$ cat src/rtl/spi_addr_sequencer.sv
// SPI address sequencer.
// Collects an MSB-first address header from the SPI byte stream, then steers
// RAM read prefetches or write strobes at an auto-incrementing address until
// the frame ends. The top header bit selects read (1) or write (0).
module spi_addr_sequencer #(
    parameter int DATA_W     = 8,
    parameter int ADDR_BYTES = 2,
    parameter int ADDR_W     = 15,
    parameter int WRAP_W     = 0,
    parameter int CNT_W      = 16
) (
    input  logic              SPI_CLK,
    input  logic              RST,
    input  logic              start_of_transfer,
    input  logic              end_of_transfer,
    input  logic [DATA_W-1:0] data_in_value,
    input  logic              data_in_ready,
    input  logic              data_out_request,
    input  logic              write_enable_mask,
    output logic [ADDR_W-1:0] ram_address_out,
    output logic [DATA_W-1:0] ram_wdata,
    output logic              ram_read_strobe,
    output logic              ram_write_strobe,
    output logic              address_strobe,
    output logic              header_error,
    output logic [CNT_W-1:0]  byte_count
);

    localparam int HDR_W = ADDR_BYTES * DATA_W;
    localparam int IDX_W = $clog2(ADDR_BYTES);
    localparam logic [IDX_W-1:0] LAST_IDX = IDX_W'(ADDR_BYTES - 1);

    // Bits that take part in the increment; the rest of the address is held.
    // A wrap width of zero (or the full address width) means plain linear.
    localparam logic [ADDR_W-1:0] WRAP_MASK =
        (WRAP_W == 0 || WRAP_W >= ADDR_W) ? {ADDR_W{1'b1}}
                                          : ADDR_W'((1 << WRAP_W) - 1);
    localparam logic [CNT_W-1:0] CNT_MAX = {CNT_W{1'b1}};

    typedef enum logic [1:0] {
        IDLE,
        HDR,
        RD,
        WR
    } state_t;

    state_t                  state_q, state_d;
    logic [HDR_W-DATA_W-1:0] hdr_q, hdr_d;
    logic [IDX_W-1:0]        hdrIdx_q, hdrIdx_d;
    logic [ADDR_W-1:0]       addr_q, addr_d;
    logic [DATA_W-1:0]       wdata_q, wdata_d;
    logic [CNT_W-1:0]        cnt_q, cnt_d;
    logic                    rdStb_q, rdStb_d;
    logic                    wrStb_q, wrStb_d;
    logic                    addrStb_q, addrStb_d;
    logic                    hdrErr_q, hdrErr_d;
    logic                    prefetch_q, prefetch_d;
    logic                    wrAdvance_q, wrAdvance_d;
    logic [HDR_W-1:0]        hdrShift;

    // Header register with the current byte shifted in at the bottom.
    assign hdrShift = {hdr_q, data_in_value};

    function automatic logic [ADDR_W-1:0] nextAddr(input logic [ADDR_W-1:0] a);
        logic [ADDR_W-1:0] inc;
        inc = a + ADDR_W'(1);
        return (a & ~WRAP_MASK) | (inc & WRAP_MASK);
    endfunction

    function automatic logic [CNT_W-1:0] satInc(input logic [CNT_W-1:0] c);
        return (c == CNT_MAX) ? c : c + CNT_W'(1);
    endfunction

    // State and datapath registers, cleared synchronously on RST.
    always_ff @(posedge SPI_CLK) begin
        if (RST) begin
            state_q     <= IDLE;
            hdr_q       <= '0;
            hdrIdx_q    <= '0;
            addr_q      <= '0;
            wdata_q     <= '0;
            cnt_q       <= '0;
            rdStb_q     <= 1'b0;
            wrStb_q     <= 1'b0;
            addrStb_q   <= 1'b0;
            hdrErr_q    <= 1'b0;
            prefetch_q  <= 1'b0;
            wrAdvance_q <= 1'b0;
        end else begin
            state_q     <= state_d;
            hdr_q       <= hdr_d;
            hdrIdx_q    <= hdrIdx_d;
            addr_q      <= addr_d;
            wdata_q     <= wdata_d;
            cnt_q       <= cnt_d;
            rdStb_q     <= rdStb_d;
            wrStb_q     <= wrStb_d;
            addrStb_q   <= addrStb_d;
            hdrErr_q    <= hdrErr_d;
            prefetch_q  <= prefetch_d;
            wrAdvance_q <= wrAdvance_d;
        end
    end

    // Next-state logic: a start pulse always wins and restarts the header;
    // strobes are one-cycle pulses so they default low every cycle.
    always_comb begin
        state_d     = state_q;
        hdr_d       = hdr_q;
        hdrIdx_d    = hdrIdx_q;
        addr_d      = addr_q;
        wdata_d     = wdata_q;
        cnt_d       = cnt_q;
        rdStb_d     = 1'b0;
        wrStb_d     = 1'b0;
        addrStb_d   = 1'b0;
        hdrErr_d    = 1'b0;
        prefetch_d  = 1'b0;
        wrAdvance_d = 1'b0;

        if (start_of_transfer) begin
            state_d  = HDR;
            hdr_d    = '0;
            hdrIdx_d = '0;
            cnt_d    = '0;
        end else begin
            case (state_q)
                IDLE: begin
                end
                HDR: begin
                    if (end_of_transfer) begin
                        state_d  = IDLE;
                        hdrErr_d = 1'b1;
                    end else if (data_in_ready) begin
                        hdr_d = hdrShift[HDR_W-DATA_W-1:0];
                        if (hdrIdx_q == LAST_IDX) begin
                            hdrIdx_d   = '0;
                            addr_d     = hdrShift[ADDR_W-1:0];
                            addrStb_d  = 1'b1;
                            prefetch_d = hdrShift[HDR_W-1];
                            state_d    = hdrShift[HDR_W-1] ? RD : WR;
                        end else begin
                            hdrIdx_d = hdrIdx_q + IDX_W'(1);
                        end
                    end
                end
                RD: begin
                    if (end_of_transfer) begin
                        state_d = IDLE;
                    end else if (data_out_request) begin
                        addr_d  = nextAddr(addr_q);
                        rdStb_d = 1'b1;
                        cnt_d   = satInc(cnt_q);
                    end else if (prefetch_q) begin
                        rdStb_d = 1'b1;
                    end
                end
                WR: begin
                    // The address of a written byte is held through its
                    // strobe cycle and moves on at the edge that ends it.
                    if (wrAdvance_q) begin
                        addr_d = nextAddr(addr_q);
                    end
                    if (data_in_ready) begin
                        wdata_d     = data_in_value;
                        wrStb_d     = write_enable_mask;
                        wrAdvance_d = 1'b1;
                        cnt_d       = satInc(cnt_q);
                    end
                    if (end_of_transfer) begin
                        state_d = IDLE;
                    end
                end
                default: begin
                    state_d = IDLE;
                end
            endcase
        end
    end

    assign ram_address_out  = addr_q;
    assign ram_wdata        = wdata_q;
    assign ram_read_strobe  = rdStb_q;
    assign ram_write_strobe = wrStb_q;
    assign address_strobe   = addrStb_q;
    assign header_error     = hdrErr_q;
    assign byte_count       = cnt_q;

endmodule

$ cat config.mk
export PLATFORM = sky130hd
export DESIGN_NAME = spi_addr_sequencer
export DESIGN_NICKNAME = d
export VERILOG_FILES = /design/src/rtl/spi_addr_sequencer.sv
export SDC_FILE = /design/constraint.sdc
export NUM_CORES = 1
export LEC_CHECK = 0
export BUFFER_PORTS_ARGS = -buffer_cell sky130_fd_sc_hd__clkbuf_2
export CORE_ASPECT_RATIO = 1.25
export CORE_MARGIN = 2
export CORE_UTILIZATION = 45
export DETAILED_ROUTE_END_ITERATION = 7
export PLACE_DENSITY = 0.71
export SYNTH_ARGS = -nofsm -noshare
export SYNTH_HDL_FRONTEND = slang
export SYNTH_SLANG_ARGS = --single-unit
$ cat constraint.sdc
create_clock -name SPI_CLK -period 5 [get_ports SPI_CLK]
set_input_delay 0.25 -clock SPI_CLK [delete_from_list [all_inputs] [get_ports SPI_CLK]]
set_output_delay 0.25 -clock SPI_CLK [all_outputs]
set_load 0.01 [all_outputs]
# Yosys cells after proc, flatten, opt, wreduce, memory -nomap -nowiden
# Cells that the tools add are included.
[op_classes]
n_addsub = 3
multipliers = 0
n_mux = 25
reduce_logical = 18
eq_ne = 17
div_mod_pow = 0
shift = 0
n_lt_le_gt_ge = 0
bitwise = 7
[op_table]
columns = ["cell", "count"]
rows = [
  ["15-bit 2-to-1 mux", 6],
  ["16-bit 2-to-1 mux", 4],
  ["15-bit one-hot mux with 3 select lines", 1],
  ["16-bit one-hot mux with 2 select lines", 1],
  ["16-bit by 1-bit adder with 16-bit output (second input constant)", 1],
  ["16-bit equality test (second input constant)", 1],
  ["15-bit by 1-bit adder with 15-bit output (second input constant)", 1],
  ["2-bit inequality test (second input constant)", 7],
  ["4-bit AND reduction", 3],
  ["1-bit 2-to-1 mux", 8],
  ["2-bit 2-to-1 mux", 4],
  ["4-bit inequality test (second input constant)", 2],
  ["8-bit AND reduction", 1],
  ["4-bit OR reduction", 2],
  ["1-bit NOT", 7],
  ["3-bit inequality test (second input constant)", 2],
  ["3-bit AND reduction", 2],
  ["3-bit nonzero test", 2],
  ["3-bit OR reduction", 2],
  ["6-bit OR reduction", 1],
  ["5-bit OR reduction", 1],
  ["2-bit equality test (second input constant)", 2],
  ["2-bit one-hot mux with 2 select lines", 1],
  ["2-bit nonzero test", 2],
  ["other kinds (5)", 6],
]
[word_totals]
output_inout_bits = 43
latch_bits = 0
register_bits = 56
ram_bits = 0
memories = 0
mem_bits_ro = 0

# Logic depth before layout (Yosys ltp)
# Gate-level depths: netlist of run 1.
[depth]
ltp_word = 6
ltp_mapped = 8

# Worst setup path after synthesis of run 1
# Ideal clock, no wire load.
[synth_path]
kind = "reg-to-reg"
start = "reg addr_q[0] (netlist: ram_address_out[0])"
end = "reg addr_q[14] (netlist: ram_address_out[14])"
path_stages_with_launch = 7
required_ps = 4912
setup_slack_ps = 3069
arrival_time_ps = 1842
synth_period_minus_slack_ps = 1931
n_path_buf = 0
cell_sequence = "dfxtp_1 ha_1 and4_4 nand4_4 or3_1 o31a_1 o32ai_2"
[synth_between]
elab_chain_cells = 4
[synth_lines]
columns = ["element", "line", "rtl"]
rows = [
  ["from (decl)", "50", "logic [ADDR_W-1:0] addr_q, addr_d;"],
  ["from (signal assigned)", "93", "addr_q <= addr_d;"],
  ["15-bit by 1-bit adder with 15-bit output (*)", "66", "inc = a + ADDR_W'(1);"],
  ["15-bit 2-to-1 mux", "150", "end else if (data_out_request) begin"],
  ["15-bit 2-to-1 mux", "148", "if (end_of_transfer) begin"],
  ["15-bit one-hot mux with 3 select lines (*)", "127", "case (state_q)"],
]
# Mark *: on every way between the ends. The rest lies on a longest branch, timed or not. The select of a mux whose other input is x is not followed.
# A chain may end at the register's enable or synchronous reset.

# Worst setup path in the final report of run 1
# Ends and elaborated chain as after synthesis.

==> impl_table.tex, run 1 <==
\begin{tabular}{lr}
\hline
Metric & Value \\
\hline
\multicolumn{2}{l}{\textbf{Clock tree}} \\
Sink count of the clock tree & 56 \\
CTS clock-pin slew for the worst setup and hold paths & 0.10 ns \\
Root Buffer & clkbuf\_8 \\
Buffer levels on the longest clock path & 2 \\
CTS buffer count & 5 \\
Resized Gates After CTS & 0 \\
Number of levels in the clock H-tree & 2 \\
TritonCTS clock tree & built \\
Post-CTS repair timing setup buffer count & 0 \\
Post-cts hold buffer count & 0 \\
Clock latency reported for the late side of the worst-skew pair & 0.30 ns \\
\multicolumn{2}{l}{\textbf{Global routing}} \\
Maximum number of pins on one net before global-route repair & 34 \\
GR met3 Demand/Resource & 4.60\% \\
Wire length of the first global-routing pass & 10400 µm \\
Via count of the first global-routing pass & 2279 \\
Global-route track usage on met1 & 24.1\% \\
Overall track demand over capacity in global routing & 19.3\% \\
Layer carrying the most global-route usage & met2 \\
Number of antenna violations at the first check in global routing & 0 \\
Met2 track demand over resource & 32.0\% \\
Aggregate global routing overflow & 0 \\
\multicolumn{2}{l}{\textbf{Yosys}} \\
Warning count from the yosys run & 0 \\
Number of flip-flops and latches in the synthesized netlist & 56 \\
FFs w/ async S/R, synth & 0\% \\
Dominant cells by area after synthesis & dfxtp\_1, nand2\_1, a21oi\_1 \\
Number of distinct library cells after synthesis & 46 \\
Net Count, Synth & 345 \\
Share of synthesized area occupied by flip-flops and latches & 42.1\% \\
Synth Area per Inst & 8.12 µm² \\
Cell count after synthesis & 328 \\
Mapped cell area & 2660 µm² \\
Yosys top cell area share & 42.1\% \\
Number of enable-type register cells in the synthesized netlist & 0 \\
Dominant register cell in the synthesized netlist & dfxtp\_1 \\
Post-synthesis cell type with the largest combined area & dfxtp\_1 \\
\multicolumn{2}{l}{\textbf{Finish}} \\
Sequential cell area & 1120 µm² \\
Antenna Diode Count & 0 \\
Layout net count & 392 \\
Final Core Density & 53.9\% \\
Share of layout cells above drive strength 1 & 21.3\% \\
Non-filler instance count after layout & 442 \\
Footprint of the multi-input gates & 1440 µm² \\
Signed area change from the synthesized netlist to the final layout & 16.1\% \\
\# fillers & 573 \\
\multicolumn{2}{l}{\textbf{Floorplanning}} \\
Die boundary height & 90.0 µm \\
\# rows & 31 \\
Area of the placeable core & 5740 µm² \\
Die outline area & 6550 µm² \\
Horizontal die dimension & 72.8 µm \\
Initial standard-cell utilization of the core & 46.4\% \\
I/O pins & 58 \\
\multicolumn{2}{l}{\textbf{Worst hold path}} \\
Worst hold path depth & 2 \\
Worst hold endpoint & ram\_write\_strobe\$\_SDFF\_PP0\_ \\
Worst Min Path Start & write\_enable\_mask \\
Worst min path class & input port to register \\
\multicolumn{2}{l}{\textbf{Setup path}} \\
Critical register-to-register path startpoint & ram\_address\_out[0]\$\_SDFFE\_PP0P\_ \\
Critical path startpoint category & register \\
Worst reg2reg path endpoint & ram\_address\_out[14]\$\_SDFFE\_PP0P\_ \\
Kind of capture point of the worst setup path & register \\
Largest driver fanout on the critical path & 7 \\
Worst endpoint required time & 5.23 ns \\
Worst Path Arrival & 2.26 ns \\
FF-to-FF path depth & 6 \\
Worst R2R Setup Slack & 2.97 ns \\
Start-to-end type of the worst setup path & register to register \\
\multicolumn{2}{l}{\textbf{Timing}} \\
Final worst path period share & 40.7\% \\
Worst slew margin relative to its limit & 46.1\% \\
Number of failing setup endpoints in the final timing report & 0 \\
Fin Hold WS & 0.135 ns \\
Final count of hold timing violations & 0 \\
Maximum clock rate & 492 MHz \\
Final Critical Period & 2.03 ns \\
Slew @ Worst Pin & 0.803 ns \\
Final slew viol count & 0 \\
Setup TNS & 0 ns \\
Maximum clock skew at final layout & 0.00462 ns \\
Unrepaired setup endpoints after global routing & false \\
\multicolumn{2}{l}{\textbf{Power and ir drop}} \\
Final total power & 802 µW \\
Leakage dissipation & 1.10 nW \\
Pwr Density & 259 nW/µm² \\
IR drop worst, VDD & 0.134 mV \\
\multicolumn{2}{l}{\textbf{Placement}} \\
Final HPWL from detailed placement & 4380 µm \\
Placed Cells incl. Taps & 434 \\
Input/output buffers & 57 \\
Routability Congestion & 0.785 \\
\multicolumn{2}{l}{\textbf{Run status}} \\
Result of the run & complete, no violations \\
\multicolumn{2}{l}{\textbf{Drt}} \\
Total detailed-routing wirelength & 6180 µm \\
Residual antenna-violating net count after detailed routing & 0 \\
Number of detailed-routing iterations run before antenna repair & 4 \\
WL/cell & 14.0 µm \\
Drt initial violations & 120 \\
Detail-routed via count per cell & 5.66 \\
Remaining design rule violation count & 0 \\
Vias after detailed routing & 2500 \\
\multicolumn{2}{l}{\textbf{Flow run}} \\
Number of max-cap violations & 0 \\
\hline
\end{tabular}
## through the flow
stage | worst slack, ns | instance area, µm²
5_1_grt | 2.87 | 3090
2_1_floorplan | 3.07 | 2660
6_report | 2.97 | 3090
4_1_cts | 2.96 | 3090
3_3_place_gp | 3.07 | 2970
3_5_place_dp | 3.02 | 2970
## power breakdown
| group | total (mW) | switching [mW] | internal, mW | leakage (nW) |
|---|---|---|---|---|
| Sequential | 0.449 | 0.00193 | 0.447 | 0.451 |
| Combinational | 0.0291 | 0.0200 | 0.00911 | 0.584 |
| Clock | 0.324 | 0.147 | 0.177 | 0.0645 |
| Total | 0.802 | 0.169 | 0.633 | 1.10 |
## synthesized netlist by cell type (6+ instances only)
library cell and instances:
xnor2_1 13, a21oi_1 34, clkbuf_1 12, nor2_1 24
nand3_1 10, buf_2 7, nor3_1 11, nor4_1 7
a31oi_1 6, nor2b_1 7, o21ai_0 19, dfxtp_1 56
nand2_1 57
## cell families (layout without fill, tap and decap cells)
kind of cell               Yosys count  after routing  share of synthesized area [%]
xor gates and xnor gates            13             13                           4.27
DFF                                 56             56                           42.1
and+or+nand+nor                    150            150                           29.3
buffers and inverters               24             72                           3.71
AOI/OAI and AO/OA                   80             80                           18.6
adders and majority gates            2              2                          0.939
muxes                                3              3                           1.13
## registers in the layout, indices dropped and copies added, names as in the netlist, 2 cells and up
register and count:
byte_count 16, hdr_q 8, ram_address_out 15, ram_wdata 8
state_q 2
## critical path, stage by stage, from the launching register on
cell and delay (ns):
dfxtp_1 0.44, ha_1 0.26, and4_4 0.28, nand4_4 0.14, or3_1 0.40, o31a_1 0.26
o32ai_2 0.18
## metal layers
layer  routed length, µm  vias to the layer above
met5                   0                        -
met4                  87                        0
met3                 298                       10
met2                3070                       62
met1                2730                     1167
li1                    -                     1261
## final cells by class
cell class	count	area share (%)
multi-input cells	248	46.7
clock buffers	7	3.11
inverters	5	0.607
well taps	66	2.67
flip-flops and latches	56	36.2
repair buffers	59	9.71
clock inverters	1	0.971
## worst max-delay path by stage
stage	from	end	slack (ns)	cells after the start
2_1_floorplan	ram_address_out[0]$_SDFFE_PP0P_	ram_address_out[14]$_SDFFE_PP0P_	3.07	6
3_3_place_gp	ram_address_out[0]$_SDFFE_PP0P_	ram_address_out[14]$_SDFFE_PP0P_	3.07	6
3_5_place_dp	ram_address_out[0]$_SDFFE_PP0P_	ram_address_out[14]$_SDFFE_PP0P_	3.02	6
4_1_cts	ram_address_out[0]$_SDFFE_PP0P_	ram_address_out[14]$_SDFFE_PP0P_	2.96	6
5_1_grt	ram_address_out[0]$_SDFFE_PP0P_	ram_address_out[14]$_SDFFE_PP0P_	2.87	6
6_report	ram_address_out[0]$_SDFFE_PP0P_	ram_address_out[14]$_SDFFE_PP0P_	2.97	6
## cell usage in the layout, fill, tap and decap left out, types with 10 or more instances in the layout
cell and n:
clkbuf_2 57, xnor2_1 13, a21oi_1 34, nor2_1 24, o21ai_0 19, nand2_1 57, nor3_1 11, dfxtp_1 56
nand3_1 10
Note: power is estimated with default switching activity, not from simulation.
==> inputs of run 2 (changes only) <==
--- a/config.mk
+++ b/config.mk
@@ -10,7 +10,7 @@
 export CORE_MARGIN = 2
 export CORE_UTILIZATION = 45
 export DETAILED_ROUTE_END_ITERATION = 7
-export PLACE_DENSITY = 0.71
+export PLACE_DENSITY = 0.74
 export SYNTH_ARGS = -nofsm -noshare
 export SYNTH_HDL_FRONTEND = slang
 export SYNTH_SLANG_ARGS = --single-unit
==> constraint.sdc (replaced) <==
create_clock -name SPI_CLK -period 1.6 [get_ports SPI_CLK]
set_input_delay 0.08 -clock SPI_CLK [delete_from_list [all_inputs] [get_ports SPI_CLK]]
set_output_delay 0.08 -clock SPI_CLK [all_outputs]
set_load 0.01 [all_outputs]
==> impl_table.tex, run 2 (synthesized netlist as in run 1, its figures left out) <==
\begin{tabular}{lr}
\hline
Metric & Value \\
\hline
\multicolumn{2}{l}{\textbf{Run status}} \\
Result of the run & complete, but fails checks \\
Violations in the final reports & negative setup slack \\
\multicolumn{2}{l}{\textbf{Finish}} \\
Share of layout cells above drive strength 1 & 37.9\% \\
Commonest non-fill, non-tap cells in the layout & clkbuf\_2, nand2\_1, buf\_4 \\
Largest register FFs & 16 \\
Antenna Diode Count & 0 \\
Final Core Density & 63.7\% \\
Commonest non-fill, non-tap cell in the layout & clkbuf\_2 \\
Layout net count & 441 \\
Signed area change from the synthesized netlist to the final layout & 37.2\% \\
\multicolumn{2}{l}{\textbf{Worst hold path}} \\
Worst min path class & input port to register \\
Worst hold path depth & 3 \\
Worst hold endpoint & hdr\_q[7]\$\_SDFFE\_PP0P\_ \\
Worst Min Path Start & data\_in\_value[7] \\
\multicolumn{2}{l}{\textbf{Global routing}} \\
Wire length of the first global-routing pass & 12100 µm \\
Maximum number of pins on one net before global-route repair & 27 \\
Via count of the first global-routing pass & 2598 \\
Aggregate global routing overflow & 0 \\
Overall track demand over capacity in global routing & 22.7\% \\
Number of antenna violations at the first check in global routing & 0 \\
\multicolumn{2}{l}{\textbf{Clock tree}} \\
Sink count of the clock tree & 56 \\
TritonCTS clock tree & built \\
CTS clock-pin slew for the worst setup and hold paths & 0.10 ns \\
Clock latency reported for the late side of the worst-skew pair & 0.31 ns \\
CTS buffer count & 5 \\
Root Buffer & clkbuf\_8 \\
Buffer levels on the longest clock path & 2 \\
Number of levels in the clock H-tree & 2 \\
\multicolumn{2}{l}{\textbf{Timing}} \\
Final slew viol count & 0 \\
Final count of hold timing violations & 0 \\
Maximum clock skew at final layout & 0.0102 ns \\
Fin Hold WS & 0.0284 ns \\
Slew @ Worst Pin & 0.538 ns \\
Worst-case setup margin in the final layout & -0.0970 ns \\
Unrepaired setup endpoints after global routing & true \\
Worst slew margin relative to its limit & 64.0\% \\
Final worst path period share & 106\% \\
Number of failing setup endpoints in the final timing report & 1 \\
Maximum clock rate & 589 MHz \\
Final Critical Period & 1.70 ns \\
\multicolumn{2}{l}{\textbf{Drt}} \\
Total detailed-routing wirelength & 7520 µm \\
WL/cell & 15.3 µm \\
Drt initial violations & 116 \\
Number of detailed-routing iterations run before antenna repair & 4 \\
Residual antenna-violating net count after detailed routing & 0 \\
Remaining design rule violation count & 0 \\
Vias after detailed routing & 2780 \\
Detail-routed via count per cell & 5.66 \\
\multicolumn{2}{l}{\textbf{Setup path}} \\
FF-to-FF path depth & 6 \\
Start-to-end type of the worst setup path & register to register \\
Worst R2R Setup Slack & -0.1 ns \\
Worst endpoint required time & 1.83 ns \\
Worst Path Arrival & 1.93 ns \\
Largest driver fanout on the critical path & 2 \\
Critical register-to-register path startpoint & ram\_address\_out[1]\$\_SDFFE\_PP0P\_ \\
Worst reg2reg path endpoint & ram\_address\_out[14]\$\_SDFFE\_PP0P\_ \\
Critical path startpoint category & register \\
Kind of capture point of the worst setup path & register \\
\multicolumn{2}{l}{\textbf{Placement}} \\
Input/output buffers & 57 \\
Routability Congestion & 0.897 \\
Final HPWL from detailed placement & 5150 µm \\
\multicolumn{2}{l}{\textbf{Floorplanning}} \\
Die outline area & 6550 µm² \\
\# rows & 31 \\
Area of the placeable core & 5740 µm² \\
Initial standard-cell utilization of the core & 46.4\% \\
Horizontal die dimension & 72.8 µm \\
I/O pins & 58 \\
Die boundary height & 90.0 µm \\
\multicolumn{2}{l}{\textbf{Power and ir drop}} \\
Pwr Density & 628 nW/µm² \\
IR drop worst, VDD & 0.432 mV \\
Leakage dissipation & 1.37 nW \\
Final total power & 2.30 mW \\
\multicolumn{2}{l}{\textbf{Flow run}} \\
Number of max-cap violations & 0 \\
\hline
\end{tabular}
==> run 2: changes by cell type in the layout (fill, tap and decap cells not counted), sizes merged <==
cell | previous run | this run
clkinv | 0 | 3
buf | 2 | 49
bufinv | 1 | 0
clkbuf | 64 | 62
dlygate4sd3 | 0 | 2
==> run 2: critical path: stages (launching register included) <==
cell     delay (ns)
dfxtp_4        0.37
ha_4           0.13
and4_4         0.24
nand4_4        0.10
or3_4          0.34
o31a_1         0.25
o32ai_2        0.19
==> run 2: worst max-delay path by stage <==
stage                                                from                          endpoint  slack (ns)  depth (start not counted)
final                     ram_address_out[1]$_SDFFE_PP0P_  ram_address_out[14]$_SDFFE_PP0P_        -0.1                          6
after global routing           byte_count[0]$_SDFFE_PP0P_        byte_count[7]$_SDFFE_PP0P_       -0.13                          7
after CTS                 ram_address_out[1]$_SDFFE_PP0P_  ram_address_out[14]$_SDFFE_PP0P_        -0.1                          6
after detailed placement  ram_address_out[1]$_SDFFE_PP0P_  ram_address_out[14]$_SDFFE_PP0P_       -0.09                          6
after global placement    ram_address_out[1]$_SDFFE_PP0P_  ram_address_out[14]$_SDFFE_PP0P_       -0.04                          6
after floorplan           ram_address_out[1]$_SDFFE_PP0P_  ram_address_out[14]$_SDFFE_PP0P_       -0.14                          6
==> run 2: layer usage <==
metal	part of all wire (%)	track usage [%]	vias to the layer above
met5	0	0	-
met4	2.1	7.72	0
met3	4.7	3.92	17
met2	52	39.2	79
met1	41	27.7	1330
li1	-	-	1354
==> run 2: through the flow <==
step / std cells / setup slack [ns] / TNS (ns) / instance area (µm²)
CTS: 486 / -0.0958 / -0.0958 / 3490
finish: 491 / -0.0970 / -0.0970 / 3660
global placement: 474 / -0.0361 / -0.0361 / 3330
floorplan: 328 / -0.142 / -0.190 / 2720
detailed placement: 474 / -0.0862 / -0.152 / 3330
global route: 491 / -0.127 / -0.705 / 3660
==> run 2: power by group <==
group	internal (mW)	total (mW)	switching, mW	leakage (nW)
clock	0.307	0.777	0.470	0.0479
sequential	1.39	1.40	0.00550	0.458
combinational	0.0453	0.120	0.0749	0.866
total	1.75	2.30	0.551	1.37
==> run 2: final cells by class <==
| class | count | area, µm² |
|---|---|---|
| flip-flops and latches | 56 | 1140 |
| clock buffers | 5 | 68.8 |
| inverters | 5 | 18.8 |
| well taps | 66 | 82.6 |
| multi-input cells | 248 | 1640 |
| fillers | 487 | 2080 |
| repair buffers | 108 | 686 |
| clock inverters | 3 | 18.8 |
==> run 2: timing repair <==
action,in CTS,in global routing
pin swaps,2,11
endpoints found under the hold margin,2,0
setup endpoints to repair,10,31
setup buffers,2,5
hold buffers,2,0
gates resized for setup,8,29
==> inputs of run 3 (changes only) <==
--- a/config.mk
+++ b/config.mk
@@ -9,8 +9,10 @@
 export CORE_ASPECT_RATIO = 1.25
 export CORE_MARGIN = 2
 export CORE_UTILIZATION = 45
+export CTS_BUF_LIST = sky130_fd_sc_hd__clkbuf_4 sky130_fd_sc_hd__clkbuf_8
 export DETAILED_ROUTE_END_ITERATION = 7
 export PLACE_DENSITY = 0.74
+export REMOVE_ABC_BUFFERS = 1
 export SYNTH_ARGS = -nofsm -noshare
 export SYNTH_HDL_FRONTEND = slang
 export SYNTH_SLANG_ARGS = --single-unit
==> impl_table.tex, run 3 (synthesized netlist as in run 1, its figures left out) <==
\begin{tabular}{lr}
\hline
Metric & Value \\
\hline
\multicolumn{2}{l}{\textbf{Run status}} \\
Result of the run & complete, but fails checks \\
Violations in the final reports & negative setup slack \\
\multicolumn{2}{l}{\textbf{Drt}} \\
Total detailed-routing wirelength & 7890 µm \\
WL/cell & 15.7 µm \\
Number of detailed-routing iterations run before antenna repair & 4 \\
Drt initial violations & 183 \\
Vias after detailed routing & 2864 \\
Remaining design rule violation count & 0 \\
Detail-routed via count per cell & 5.71 \\
Residual antenna-violating net count after detailed routing & 0 \\
\multicolumn{2}{l}{\textbf{Floorplanning}} \\
I/O pins & 58 \\
Horizontal die dimension & 72.8 µm \\
\# rows & 31 \\
Initial standard-cell utilization of the core & 46.4\% \\
Die boundary height & 90.0 µm \\
Die outline area & 6550 µm² \\
Area of the placeable core & 5740 µm² \\
\multicolumn{2}{l}{\textbf{Power and ir drop}} \\
IR drop worst, VDD & 0.538 mV \\
Final total power & 2.35 mW \\
Pwr Density & 620 nW/µm² \\
Leakage dissipation & 1.42 nW \\
\multicolumn{2}{l}{\textbf{Timing}} \\
Worst-case setup margin in the final layout & -0.0737 ns \\
Number of failing setup endpoints in the final timing report & 3 \\
Maximum clock skew at final layout & 0.00941 ns \\
Final count of hold timing violations & 0 \\
Final Critical Period & 1.67 ns \\
Final slew viol count & 0 \\
Worst slew margin relative to its limit & 72.6\% \\
Slew @ Worst Pin & 0.410 ns \\
Final worst path period share & 105\% \\
Setup TNS & -0.147 ns \\
Maximum clock rate & 597 MHz \\
Unrepaired setup endpoints after global routing & true \\
\multicolumn{2}{l}{\textbf{Worst hold path}} \\
Worst min path class & input port to register \\
\multicolumn{2}{l}{\textbf{Clock tree}} \\
CTS buffer count & 5 \\
Buffer levels on the longest clock path & 2 \\
Clock latency reported for the late side of the worst-skew pair & 0.31 ns \\
Root Buffer & clkbuf\_8 \\
Number of levels in the clock H-tree & 2 \\
Sink count of the clock tree & 56 \\
TritonCTS clock tree & built \\
CTS clock-pin slew for the worst setup and hold paths & 0.10 ns \\
\multicolumn{2}{l}{\textbf{Setup path}} \\
Buffers \& Inverters on Critical Path & 0 \\
Kind of capture point of the worst setup path & register \\
Worst R2R Setup Slack & -0.07 ns \\
Largest driver fanout on the critical path & 2 \\
Worst path cell trace & ha\_4 > and4\_4 > nand4\_4 > or3\_4 > o31a\_1 > o32ai\_2 \\
Critical path startpoint category & register \\
Max stage delay cell, worst path & dfxtp\_2 \\
Delay of the slowest cell on the worst path & 0.37 ns \\
Cell class contributing the biggest share of worst-path delay & simple AND/OR/NAND/NOR gates \\
Start-to-end type of the worst setup path & register to register \\
Worst Path Arrival & 1.91 ns \\
Worst endpoint required time & 1.83 ns \\
\multicolumn{2}{l}{\textbf{Placement}} \\
Placed Cells incl. Taps & 481 \\
Final HPWL from detailed placement & 5170 µm \\
Routability Congestion & 0.911 \\
Input/output buffers & 57 \\
\multicolumn{2}{l}{\textbf{Finish}} \\
Non-filler instance count after layout & 502 \\
Largest register FFs & 16 \\
Share of layout cells above drive strength 1 & 40.4\% \\
Antenna Diode Count & 0 \\
Commonest non-fill, non-tap cells in the layout & clkbuf\_2, buf\_4, nand2\_1 \\
Signed area change from the synthesized netlist to the final layout & 42.5\% \\
Layout net count & 452 \\
\multicolumn{2}{l}{\textbf{Global routing}} \\
Global-route track usage on met1 & 26.8\% \\
Wire length of the first global-routing pass & 11800 µm \\
Via count of the first global-routing pass & 2546 \\
GR met3 Demand/Resource & 3.48\% \\
Maximum number of pins on one net before global-route repair & 26 \\
Number of antenna violations at the first check in global routing & 0 \\
Layer carrying the most global-route usage & met2 \\
Met2 track demand over resource & 39.0\% \\
Aggregate global routing overflow & 0 \\
Overall track demand over capacity in global routing & 22.3\% \\
\multicolumn{2}{l}{\textbf{Flow run}} \\
Number of max-cap violations & 0 \\
\hline
\end{tabular}
[run 3: cell count changes in the layout (fill, tap and decap cells not counted), sizes merged]
cell | before | now
clkinv | 3 | 0
clkinvlp | 0 | 1
buf | 49 | 58
clkbuf | 62 | 66
[run 3: cell type report]
cell class / count / area, µm²
inverters: 5 / 18.8
clock inverters: 1 / 7.51
repair buffers: 119 / 803
multi-input cells: 248 / 1650
clock buffers: 7 / 90.1
flip-flops and latches: 56 / 1140
fillers: 451 / 1950
well taps: 66 / 82.6
[run 3: final timing paths]
path	cells past startpoint	from	endpoint
worst max-delay path	6	ram_address_out[0]$_SDFFE_PP0P_	ram_address_out[14]$_SDFFE_PP0P_
worst min-delay path	3	data_in_value[3]	ram_wdata[3]$_SDFFE_PP0P_
worst max register to register	6	ram_address_out[0]$_SDFFE_PP0P_	ram_address_out[14]$_SDFFE_PP0P_
worst min register to register	2	ram_wdata[1]$_SDFFE_PP0P_	ram_wdata[1]$_SDFFE_PP0P_
[run 3: tightest hold or removal path, delay by kind of cell]
family                 cells  cell delay [ns]
buffers and inverters      1             0.12
and+or+nand+nor            1             0.06
AOI/OAI and AO/OA          1             0.05
[run 3: timing repair]
action / CTS / global route
endpoints found under the setup margin: 5 / 31
resized for setup: 8 / 46
gates cloned: 0 / 2
pin swaps: 3 / 16
buffers inserted: 0 / 9
hold buffers: 2 / 0
hold endpoints to repair: 2 / 0
[run 3: metal layers]
layer | wire (µm) | vias up
met2 | 4130 | 124
met1 | 3060 | 1348
met4 | 194 | 0
li1 | - | 1375
met5 | 0 | -
met3 | 511 | 17
[run 3: report_power, final]
| part | internal (mW) | switching (mW) | total [mW] |
|---|---|---|---|
| clock network | 0.370 | 0.462 | 0.832 |
| logic | 0.0456 | 0.0763 | 0.122 |
| registers | 1.40 | 0.00487 | 1.40 |
| total | 1.81 | 0.543 | 2.35 |
[run 3: per-stage QoR]
step / setup slack [ns] / hold WS [ns] / instance area (µm²) / util [%]
2_1_floorplan: -0.724 / 0.149 / 2580 / -
3_3_place_gp: -0.114 / 0.285 / 3330 / 58.0
3_5_place_dp: -0.150 / 0.286 / 3330 / 58.0
4_1_cts: -0.0959 / 0.0135 / 3480 / 60.6
5_1_grt: -0.131 / 0.0405 / 3790 / 66.1
6_report: -0.0737 / 0.0298 / 3790 / 66.1
